`config.mk`:
```
export PLATFORM = sky130hd
export DESIGN_NAME = rv_writeback
export DESIGN_NICKNAME = d
export VERILOG_FILES = /design/src/rtl/rv_writeback.sv
export SDC_FILE = /design/constraint.sdc
export NUM_CORES = 1
export LEC_CHECK = 0
export ABC_AREA = 1
export CORE_AREA = 4 4 107 109
export CTS_CLUSTER_SIZE = 24
export DETAILED_ROUTE_END_ITERATION = 8
export DIE_AREA = 0 0 111 113
export GPL_ROUTABILITY_DRIVEN = 0
export HOLD_SLACK_MARGIN = 0.12
export PLACE_DENSITY = 0.76
export REMOVE_ABC_BUFFERS = 1
export SLEW_MARGIN = 10
export SYNTH_ARGS = -nofsm -noshare
export SYNTH_HDL_FRONTEND = slang
export SYNTH_SLANG_ARGS = --single-unit
```
`constraint.sdc`:
```
create_clock -name clk_i -period 1.81 [get_ports clk_i]
set_input_delay 0.181 -clock clk_i [delete_from_list [all_inputs] [get_ports clk_i]]
set_output_delay 0.181 -clock clk_i [all_outputs]
set_load 0.02 [all_outputs]
```
`src/rtl/rv_writeback.sv`:
```
// rv_writeback: register-file writeback stage with load formatting, wait
// states, load timeout and misaligned-load detection.
module rv_writeback #(
    parameter int G_TIMEOUT = 255
) (
    input  logic        clk_i,
    input  logic        rst_i,
    input  logic [2:0]  x_fun_i,
    input  logic        x_load_i,
    input  logic        x_store_i,
    input  logic [4:0]  x_rd_i,
    input  logic [31:0] x_rd_value_i,
    input  logic        x_rd_write_i,
    input  logic [31:0] x_dm_addr_i,
    input  logic [31:0] dm_data_l_i,
    input  logic        dm_load_done_i,
    output logic [4:0]  rf_rd_o,
    output logic [31:0] rf_rd_value_o,
    output logic        rf_rd_write_o,
    output logic        w_stall_req_o,
    output logic        w_bus_err_o,
    output logic        w_misaligned_o
);

    localparam logic [0:0] S_IDLE = 1'b0;
    localparam logic [0:0] S_WAIT = 1'b1;
    localparam logic [7:0] CNT_LAST = 8'(G_TIMEOUT - 1);

    logic [0:0] state;
    logic [7:0] cnt;
    logic [4:0] cap_rd;
    logic       cap_wr;
    logic [2:0] cap_fun;
    logic [1:0] cap_addr;

    logic       aligned;
    logic       cnt_last;
    logic       unused_addr;

    // Only the byte offset of the address matters to this stage.
    assign unused_addr = ^x_dm_addr_i[31:2];

    function automatic logic fun_valid(input logic [2:0] f);
        return (f == 3'b000) || (f == 3'b001) || (f == 3'b010) ||
               (f == 3'b100) || (f == 3'b101);
    endfunction

    // Halfword loads need an even address, word loads a word-aligned one.
    function automatic logic is_misaligned(input logic [2:0] f, input logic [1:0] a);
        return ((f[1:0] == 2'b01) && a[0]) || ((f == 3'b010) && (a != 2'b00));
    endfunction

    function automatic logic [31:0] fmt(input logic [2:0] f, input logic [1:0] a,
                                        input logic [31:0] d);
        logic [7:0]  b;
        logic [15:0] h;
        b = d[{a, 3'b000} +: 8];
        h = a[1] ? d[31:16] : d[15:0];
        case (f)
            3'b000:  return {{24{b[7]}}, b};
            3'b001:  return {{16{h[15]}}, h};
            3'b010:  return d;
            3'b100:  return {24'd0, b};
            3'b101:  return {16'd0, h};
            default: return 32'd0;
        endcase
    endfunction

    assign aligned  = !is_misaligned(x_fun_i, x_dm_addr_i[1:0]);
    assign cnt_last = (cnt == CNT_LAST);

    // Stall while a load is outstanding and not about to complete or time out.
    always_comb begin
        w_stall_req_o = 1'b0;
        if (state == S_IDLE)
            w_stall_req_o = x_load_i && !dm_load_done_i && aligned;
        else
            w_stall_req_o = !dm_load_done_i && !cnt_last;
    end

    // Writeback state machine; write/error/misaligned strobes are one-cycle pulses.
    always_ff @(posedge clk_i or posedge rst_i) begin
        if (rst_i) begin
            state          <= S_IDLE;
            cnt            <= 8'd0;
            cap_rd         <= 5'd0;
            cap_wr         <= 1'b0;
            cap_fun        <= 3'd0;
            cap_addr       <= 2'd0;
            rf_rd_o        <= 5'd0;
            rf_rd_value_o  <= 32'd0;
            rf_rd_write_o  <= 1'b0;
            w_bus_err_o    <= 1'b0;
            w_misaligned_o <= 1'b0;
        end else begin
            rf_rd_write_o  <= 1'b0;
            w_bus_err_o    <= 1'b0;
            w_misaligned_o <= 1'b0;
            case (state)
                S_IDLE: begin
                    if (x_load_i) begin
                        if (!aligned) begin
                            w_misaligned_o <= 1'b1;
                        end else if (dm_load_done_i) begin
                            rf_rd_o       <= x_rd_i;
                            rf_rd_value_o <= fmt(x_fun_i, x_dm_addr_i[1:0], dm_data_l_i);
                            rf_rd_write_o <= x_rd_write_i && (x_rd_i != 5'd0) && fun_valid(x_fun_i);
                        end else begin
                            cap_rd   <= x_rd_i;
                            cap_wr   <= x_rd_write_i;
                            cap_fun  <= x_fun_i;
                            cap_addr <= x_dm_addr_i[1:0];
                            cnt      <= 8'd0;
                            state    <= S_WAIT;
                        end
                    end else if (!x_store_i && x_rd_write_i) begin
                        // ALU/shifter result; r0 updates the bus but never writes.
                        rf_rd_o       <= x_rd_i;
                        rf_rd_value_o <= x_rd_value_i;
                        rf_rd_write_o <= (x_rd_i != 5'd0);
                    end
                end
                default: begin
                    if (dm_load_done_i) begin
                        rf_rd_o       <= cap_rd;
                        rf_rd_value_o <= fmt(cap_fun, cap_addr, dm_data_l_i);
                        rf_rd_write_o <= cap_wr && (cap_rd != 5'd0) && fun_valid(cap_fun);
                        state         <= S_IDLE;
                    end else if (cnt_last) begin
                        w_bus_err_o <= 1'b1;
                        state       <= S_IDLE;
                    end else begin
                        cnt <= cnt + 8'd1;
                    end
                end
            endcase
        end
    end

endmodule

```
==> results.py <==
metrics = {
    "outcome": {
        "outcome": "completed",
    },
    "synthesis": {
        "ys_types": 33,
        "netlist.area_leader.share": 0.324,
        "syn_inst": 854,
        "yosys-top-cells-area": "nand2_1 32%, dfrtp_1 30%, inv_1 8.0%, nor2_1 5.4%, o21ai_0 4.1%",
        "synth-edff-count": 0,
        "synth_top_area_cell": "nand2_1",
        "synth_seq_area_share": 0.304,
        "async_flop_share": 1.00,
        "syn_area_um2": 4940,
        "ys_warn_count": 0,
        "dominantRegCellSynth": "dfrtp_1",
        "postSynthAreaPerCell_um2": 5.79,
        "synth_seq_cells": 60,
    },
    "die": {
        "die-area_um2": 12500,
        "coreArea_um2": 10600,
        "die_width_um": 111,
        "rows": 38,
        "start_util": 0.466,
        "ios": 151,
        "die_h_um": 113,
    },
    "cts": {
        "cts.reportedPaths.clkPinSlew_ns": 0.08,
        "cts_max_path_buffers": 2,
        "numCtsBuffers": 9,
        "root_buffer": "clkbuf_8",
        "cts_max_level": 3,
        "cts.sinks": 60,
        "ctsHoldBuffers": 0,
        "cts_tree": "done",
        "clk_latency_ns": 0.35,
    },
    "finish": {
        "fin_cells": 1150,
        "layout_common_cells": "426 x nand2_1, 119 x clkdlybuf4s50_1, 104 x inv_1, 69 x nor2_1, 60 x dfrtp_1",
        "diodes": 0,
        "areaGrowthSynthToFinish_pct": 39.0,
        "post-route-util": 0.648,
        "fin_nets": 1117,
        "final_common_cell": "nand2_1",
        "drive_above_1_share": 0.103,
    },
    "drt": {
        "vias": 5580,
        "routed_wl_um": 14900,
        "top_layer": "met4",
        "m1WireLength_um": 6780,
        "drtPass1Iterations": 5,
        "dr_wl_met3_um": 989,
        "drt_iter0_drc": 314,
        "drc": 0,
        "wl_met2_um": 6950,
        "wl_per_cell_um": 12.9,
        "vias_per_cell": 4.85,
        "antenna_left": 0,
    },
    "global_routing": {
        "grt_remaining_overflow": 0,
        "grt_max_degree": 61,
        "antenna_found_initial": 0,
        "track_usage": 0.242,
        "grt_pass1_vias": 5224,
        "grt_first_pass_wirelength_um": 25000,
    },
    "timing": {
        "fmax_mhz": 589,
        "tightest_slew_ns": 0.729,
        "drv_slew": 0,
        "max_slew_margin": 0.514,
        "period_share": 0.939,
        "fin_worst_skew_ns": 0.0158,
        "setup_violations": 0,
        "min_period_ns": 1.70,
        "hold_violations": 0,
        "worst_slack_ns": 0.111,
    },
    "critical_path": {
        "reg2reg_depth": 7,
        "start_kind": "register",
        "crit_arrival_ns": 1.52,
        "crit_type": "register to output pin",
        "path_max_fanout": 3,
        "endpoint_kind": "output pin",
        "crit_required_ns": 1.63,
    },
    "pwr": {
        "power_density_nw_per_um2": 817,
        "p_leak_uw": 0.00376,
        "ir_worst_vdd_uv": 464,
    },
    "hold_path": {
        "hp-class": "input port to async pin",
    },
    "placed_design": {
        "io_buffers": 120,
        "place_ws_ns": -0.162,
        "dp_hpwl_um": 10800,
        "placed_cells": 1132,
    },
    "job": {
        "maxCapViolCount": 0,
    },
}
sequential cells by signal, summed over array words and instances (netlist names), 2 cells and up:
signal	count
cap_rd	5
rf_rd_o	5
cap_addr	2
cnt	8
rf_rd_value_o	32
cap_fun	3
worst max-delay path: stages, from the launching register on:
cell and delay (ns):
dfrtp_1 0.40, nand2_2 0.10, nor3_4 0.19, nand4_1 0.15
nand3_2 0.12, nand2_2 0.07, buf_6 0.13
area by class of cell:
class | instances | area [µm²]
clock inverter | 7 | 76.3
multi-input combinational | 647 | 2830
clock buffer | 9 | 124
sequential | 60 | 1500
tap | 140 | 175
timing repair buffer | 177 | 1740
inverter | 110 | 415
fill | 1010 | 3730
final timing paths:
check	slack (ns)	from	end
min reg2reg	0.49	rf_rd_value_o[1]	rf_rd_value_o[1]
max in group asynchronous	1.34	rst_i	cap_addr[0]
min	0.21	rst_i	cnt[6]
max reg2reg	0.17	cap_fun[1]	rf_rd_value_o[1]
min in group clk_i	0.44	x_rd_i[4]	cap_rd[4]
max	0.11	cnt[4]	w_stall_req_o
where the power goes:
group          leakage, µW  switching, µW  internal, µW
combinational      0.00292           1400          1150
sequential        0.000753            178          1620
clock            0.0000958            630           642
stage by stage:
step / total power, µW / TNS, ns / cell area [µm²] / hold slack (ns)
2_1_floorplan: 3180 / -52.69 / 4730 / 0.252
3_3_place_gp: 4330 / -1.25 / 6640 / 0.463
3_5_place_dp: 4360 / -1.30 / 6640 / 0.465
4_1_cts: 5640 / 0 / 6850 / 0.213
5_1_grt: 6020 / -0.0184 / 6870 / 0.221
6_report: 5610 / 0 / 6870 / 0.208
cell families after synthesis:
logic type	share of synthesized area
XOR/XNOR	0.0106
flip-flops	0.304
buffers and inverters	0.127
AND/OR/NAND/NOR	0.445
AO/OA/AOI/OAI	0.102
adder cells (fa/ha/maj)	0.00506
multiplexers	0.00658
synthesized netlist by cell type, types with 2 or more instances:
library cell	number
inv_2	4
o31ai_1	6
nor2_1	71
o21ai_0	40
nand4_1	2
xnor2_1	2
a21oi_1	3
nor3_1	4
o21ai_1	4
buf_2	19
buf_6	3
dfrtp_1	60
o211ai_1	14
o21a_1	13
nand2_1	427
inv_1	105
nand3_2	4
or2_2	5
xor2_1	4
ha_1	2
nor2_4	3
mux2_2	2
clkbuf_1	7
nand3_1	31
nand2_2	4
nor2_2	2
buf_4	7
routing by layer:
| layer | up-vias | global-route usage |
|---|---|---|
| met1 | 2489 | 0.320 |
| met2 | 177 | 0.412 |
| met4 | 0 | 0.0484 |
| met3 | 16 | 0.0540 |
| li1 | 2898 | - |
| met5 | - | 0 |
repair_timing:
action,CTS,global route
hold endpoints to repair,0,0
setup buffers,1,1
pin swaps,1,4
gates resized for setup,4,5
endpoints found under the setup margin,1,1
Note: power is estimated with default switching activity, not from simulation.
